===== config.mk =====
export PLATFORM = sky130hd
export DESIGN_NAME = piso_serializer
export DESIGN_NICKNAME = d
export VERILOG_FILES = /design/src/rtl/piso_serializer.sv
export SDC_FILE = /design/constraint.sdc
export NUM_CORES = 1
export LEC_CHECK = 0
export CORE_MARGIN = 5
export CORE_UTILIZATION = 40
export DETAILED_ROUTE_END_ITERATION = 16
export GPL_ROUTABILITY_DRIVEN = 0
export PLACE_DENSITY = 0.69
export SLEW_MARGIN = 30
export SYNTH_ARGS = -nofsm -noshare
export SYNTH_HDL_FRONTEND = slang
export SYNTH_SLANG_ARGS = --single-unit

===== constraint.sdc =====
create_clock -name clk -period 1.6 [get_ports clk]
set_input_delay 0.32 -clock clk [delete_from_list [all_inputs] [get_ports clk]]
set_output_delay 0.32 -clock clk [all_outputs]
set_load 0.05 [all_outputs]

===== src/rtl/piso_serializer.sv =====
// Parallel-in/serial-out transmitter: accepts a WIDTH-bit word over valid/ready
// and emits it one bit per clock on y, framed by y_valid/y_last, gapless back-to-back.
module piso_serializer #(
  parameter int WIDTH     = 8,
  parameter bit MSB_FIRST = 1'b1
) (
  input  logic             clk,
  input  logic             reset,
  input  logic             load_valid,
  output logic             load_ready,
  input  logic [WIDTH-1:0] load_data,
  output logic             y,
  output logic             y_valid,
  output logic             y_last,
  output logic             busy
);

  localparam int CW = (WIDTH > 1) ? $clog2(WIDTH) : 1;
  localparam logic [CW-1:0] LAST_IDX = CW'(WIDTH - 1);

  typedef enum logic {
    IDLE  = 1'b0,
    SHIFT = 1'b1
  } state_t;

  state_t           r_state;
  state_t           w_state_nxt;
  logic [WIDTH-1:0] r_shift;
  logic [WIDTH-1:0] w_shift_nxt;
  logic [WIDTH-1:0] w_shifted;
  logic [CW-1:0]    r_cnt;
  logic [CW-1:0]    w_cnt_nxt;
  logic             w_in_shift;
  logic             w_at_last;
  logic             w_accept;
  logic             w_head;

  assign w_in_shift = (r_state == SHIFT);
  assign w_at_last  = w_in_shift && (r_cnt == LAST_IDX);

  // Ready is decoded from registered state only, so a source may hold
  // load_valid high and the handshake can never form a combinational loop.
  assign load_ready = !w_in_shift || w_at_last;
  assign w_accept   = load_valid && load_ready;

  generate
    if (MSB_FIRST) begin : g_msb_first
      assign w_head    = r_shift[WIDTH-1];
      assign w_shifted = {r_shift[WIDTH-2:0], 1'b0};
    end else begin : g_lsb_first
      assign w_head    = r_shift[0];
      assign w_shifted = {1'b0, r_shift[WIDTH-1:1]};
    end
  endgenerate

  // NOTE: every next-state signal gets its default before the case; without
  // it a path that skips an assignment would infer a latch.
  always_comb begin
    w_state_nxt = r_state;
    w_shift_nxt = r_shift;
    w_cnt_nxt   = r_cnt;
    unique case (r_state)
      IDLE: begin
        if (w_accept) begin
          w_state_nxt = SHIFT;
          w_shift_nxt = load_data;
          w_cnt_nxt   = '0;
        end
      end
      SHIFT: begin
        if (w_at_last) begin
          if (w_accept) begin
            w_shift_nxt = load_data;
          end else begin
            w_state_nxt = IDLE;
            w_shift_nxt = w_shifted;
          end
          w_cnt_nxt = '0;
        end else begin
          w_shift_nxt = w_shifted;
          w_cnt_nxt   = r_cnt + CW'(1);
        end
      end
      default: w_state_nxt = IDLE;
    endcase
  end

  // NOTE: state registers use non-blocking assignments so every flop samples
  // the pre-edge values; blocking here would create order-dependent races.
  always_ff @(posedge clk) begin
    if (reset) begin
      r_state <= IDLE;
      r_shift <= '0;
      r_cnt   <= '0;
    end else begin
      r_state <= w_state_nxt;
      r_shift <= w_shift_nxt;
      r_cnt   <= w_cnt_nxt;
    end
  end

  assign y       = w_in_shift && w_head;
  assign y_valid = w_in_shift;
  assign y_last  = w_at_last;
  assign busy    = w_in_shift;

endmodule


# Yosys cells after proc, flatten, opt, wreduce, memory -nomap -nowiden

Index checks and enable logic that the tools add are counted.

Register bits after elaboration: 12
Latch bits: 0
Memory bits (writable): 0
ROM bits: 0
Bits of input ports: 11
Word-level logic and storage cells: 22
Memories: 0

Add/sub/neg operators: 1
$mul: 0
Divide/modulo/power cells: 0
$lt $le $gt $ge: 0
Equality and inequality tests: 2
Shift-type cells: 0
Mux-type cells: 10
Bitwise logic cells: 1
Reductions and logical operators: 5

Operators with widths:

| kind                                                          | count |
|---|---|
| 8-bit 2-to-1 mux                                              | 3 |
| 8-bit one-hot mux with 2 select lines                         | 1 |
| 3-bit 2-to-1 mux                                              | 2 |
| 3-bit one-hot mux with 2 select lines                         | 1 |
| 3-bit by 1-bit adder with 3-bit output, second input constant | 1 |
| 3-bit == test, second input constant                          | 1 |
| 1-bit logical AND                                             | 3 |
| 1-bit 2-to-1 mux                                              | 2 |
| 2-bit inequality test, second input constant                  | 1 |
| 1-bit one-hot mux with 2 select lines                         | 1 |
| 1-bit zero test                                               | 1 |
| 1-bit logical OR                                              | 1 |
| 1-bit NOT                                                     | 1 |

# Longest topological paths before layout

Depth after elaboration: 7
Gate-level depth with buffers: 6
Depth with buffers taken out: 5

# Least setup slack after synthesis

Ideal clock, no wire load.

Kind: register to output
Start: register r_state (netlist: busy)
End: output load_ready
Arrival: 1.281 ns
Required time: 1.280 ns
Slack: -0.001 ns
Cell stages (with the launch flop): 3
Buffers on the path: 0
Path through: dfxtp_1 -> nor2b_1 -> inv_1

Cells in the longest elaborated chain, start to end: 2
Elaborated cells on any way between the ends: 3

RTL lines:

| item                                                 | RTL line | RTL |
|---|---|---|
| start, declared                                      | 26       | `state_t r_state;` |
| start signal, assigned                               | 96       | `r_state <= w_state_nxt;` |
| 1-bit zero test or 1-bit logical AND (tied branches) | 43, 39   |  |
| 1-bit logical OR (*)                                 | 43       | `assign load_ready = !w_in_shift \|\| w_at_last;` |
| end, declared                                        | 10       | `output logic load_ready,` |

Mark *: on every way between the ends. The rest lies on a longest branch, timed or not.

# Worst setup path after layout

Start: register r_cnt[1]
End: output load_ready

Cells in the longest elaborated chain, start to end: 3

RTL lines:

| item                   | RTL line | RTL |
|---|---|---|
| start, declared        | 31       | `logic [CW-1:0] r_cnt;` |
| start signal, assigned | 98       | `r_cnt <= w_cnt_nxt;` |
| 3-bit == test          | 39       | `assign w_at_last = w_in_shift && (r_cnt == LAST_IDX);` |
| 1-bit logical AND      | 39       |  |
| 1-bit logical OR       | 43       |  |

No other way between the ends.

==> out/summary.txt <==
H-tree Lvls - 1
r2r startpoint - r_cnt[1]
met1 Use GR - 0.1261
maximum capacitance violations - 0
Hold-fix buffers, CTS - 0
commonest non-fill, non-tap cell in the layout - nor2_1
Die X - 47.64 um
CTS buffer count - 3
WS Path Type - flop to primary output
Hold EP - r_shift[7]
final setup fails - 0
Pwr Density - 851.4 nW/um2
Initial Util - 0.4302
routing usage on met3 - 0.02256
Clock Sinks - 12
P_int - 0.5484 mW
# rows - 13
Global Route Usage Sum - 0.1160
Sw Pwr - 0.1994 mW
pre-CTS setup slack - -0.07626 ns
Overall Power - 0.7478 mW
placed cells - 88
first-pass GRT wire length - 1814 um
Starting DRT DRC Count - 8
Hold Crit Depth - 2
Synth Warn # - 0
final instance area - 878.3 um2
Routed WL - 1152 um
leakage - 0.3599 nW
CP Launch Type - flop
critical path fanouts, max - 3
r2r setup slk - 0.08 ns
Buffers on Ports - 15
die area - 2270 um2
WP data required - 1.28 ns
vias per inst - 5.011
Reg area - 244.0 um2
hpwl dp - 791.7 um
unrepaired setup endpoints after global routing - yes
total gr overflow - 0
Net Sw Frac - 0.2667
Remaining DRCs - 0
Placement Cell Area - 765.7 um2
final period utilization - 0.9821
crit end category - primary output
r2r worst-path depth - 7
ANT cells - 0
CTS tree - built
Max Freq - 0.6364 GHz
Max clock buf depth - 2
syn avg cell area - 9.607 um2
fin cells - 94
GRT busiest layer - met2
Hold Vio Cnt, Final - 0
Hold WC Path Type - flop to flop
via count - 471
nets@finish - 93
largest net degree at the start of global routing - 15
Flop pwr share - 0.452
vias in the first global route - 481
antenna violation net count after detailed routing - 0
die height - 47.64 um
outcome - finished clean
Seq/Total Area, Yosys - 0.4238
clk root buf - clkbuf_4
proportion of power drawn by the clock network - 0.332
relative slew slack - 0.7004
Slew @ Worst Pin - 0.4480 ns
Netlist cell types - 17
Final min period - 1.571 ns
Avg WL per Cell - 12.26 um
share of post-route cells with drive strength above 1 - 0.3291
endpoint arrival time on the critical path - 1.25 ns
RR Endpoint - r_shift[2]
Area Growth Syn to Fin - 54.97%
hold_sp - r_shift[7]
maximum vdd drop - 0.5870 mV
multi-input logic area - 335.3 um2
final worst slack - 0.02857 ns
#FFs+latches synth - 12
Clock Skews - 0.001389 ns
max-slew violations - 0
syn_nets - 72
Post-Synthesis Cells - 59
Finished Core Util - 0.6667
Gate power share - 0.217
initial antenna violation count - 0
synthesized area - 566.8 um2
Clk Latency, worst-skew pair - 0.27 ns
commonest non-fill, non-tap cells in the layout - 14 x nor2_1, 10 x clkdlybuf4s50_1, 9 x dfxtp_1, 8 x mux2i_1, 6 x a211oi_1
Filler Cells Inserted - 105
core area - 1318 um2
clk slew on worst S/H paths - 0.08 ns
I/O pins - 16
DR pass1 iterations - 4
met2 Usage GRT - 0.2086
[cells in the mapped netlist]
library cell / instances / area (um2)
ha_1: 2 / 25.02
or2_1: 1 / 6.260
nor2b_1: 1 / 6.260
buf_2: 1 / 5.000
a211oi_1: 7 / 52.55
inv_1: 1 / 3.750
and2_1: 2 / 12.51
buf_6: 2 / 22.52
clkbuf_1: 1 / 3.750
buf_4: 1 / 7.510
nand3_1: 1 / 5.000
mux2i_1: 9 / 90.09
nor2_1: 14 / 52.55
a22oi_1: 2 / 15.01
o21a_1: 1 / 7.510
dfxtp_1: 12 / 240.2
a21boi_2: 1 / 11.26
[worst max-delay path, cell delays in order, from the launching register on]
cell and delay (ns):
dfxtp_2 0.34, ha_4 0.16, ha_4 0.17, nor2b_4 0.12
inv_2 0.04, buf_6 0.14
[final cells by class]
class                           count  area share
Clock buffer                        4     0.04131
Inverter                            1    0.004274
Multi-Input combinational cell     41      0.3818
Sequential cell                    12      0.2778
Tap cell                           15     0.02137
Timing Repair Buffer               21      0.2735
[cells by family after synthesis]
group                      after synthesis  share of synthesized area
and+or+nand+nor                         19                     0.1457
DFF                                     12                     0.4238
AOI/OAI and AO/OA                       11                     0.1523
muxes                                    9                     0.1589
buffers and inverters                    6                    0.07504
adders and majority gates                2                    0.04414
[power by group through the flow]
| stage | sequential (mW) | clock (mW) | combinational (mW) |
|---|---|---|---|
| 4_1_cts | 0.336 | 0.253 | 0.153 |
| 3_3_place_gp | 0.342 | 0 | 0.145 |
| 2_1_floorplan | 0.344 | 0 | 0.0857 |
| 3_5_place_dp | 0.343 | 0 | 0.147 |
| 5_1_grt | 0.341 | 0.261 | 0.177 |
| 6_report | 0.338 | 0.248 | 0.162 |
[routing by layer]
metal / vias to the layer above / wire length [um]
met5: - / 0
met2: 10 / 560
met4: 0 / 15
met1: 214 / 524
li1: 244 / -
met3: 3 / 51
[state kept, by name, summed over array words and instances (netlist names)]
| signal | cells |
|---|---|
| r_cnt | 3 |
| r_shift | 8 |
| busy | 1 |
[per-stage QoR]
stage               hold WS (ns)  TNS [ns]
finish                    0.4949         0
floorplan                 0.3928         0
global route              0.5193  -0.01348
detailed placement        0.4884   -0.3395
global placement          0.4850   -0.1223
CTS                       0.5003         0
[how the worst max path moves through the flow]
stage                from          to  slack [ns]  depth (start not counted)
2_1_floorplan    r_cnt[0]  load_ready        0.08                          4
6_report         r_cnt[1]  load_ready        0.03                          5
3_5_place_dp   load_valid  r_shift[4]       -0.08                          4
4_1_cts          r_cnt[1]      y_last       0.004                          4
5_1_grt          r_cnt[0]  load_ready       -0.01                          5
3_3_place_gp   load_valid  r_shift[2]       -0.05                          4
[repair_timing]
item / 4_1_cts / 5_1_grt
setup endpoints to repair: 2 / 7
gates resized for setup: 6 / 9
setup buffers: 2 / 0
Note: power is estimated with default switching activity, not from simulation.
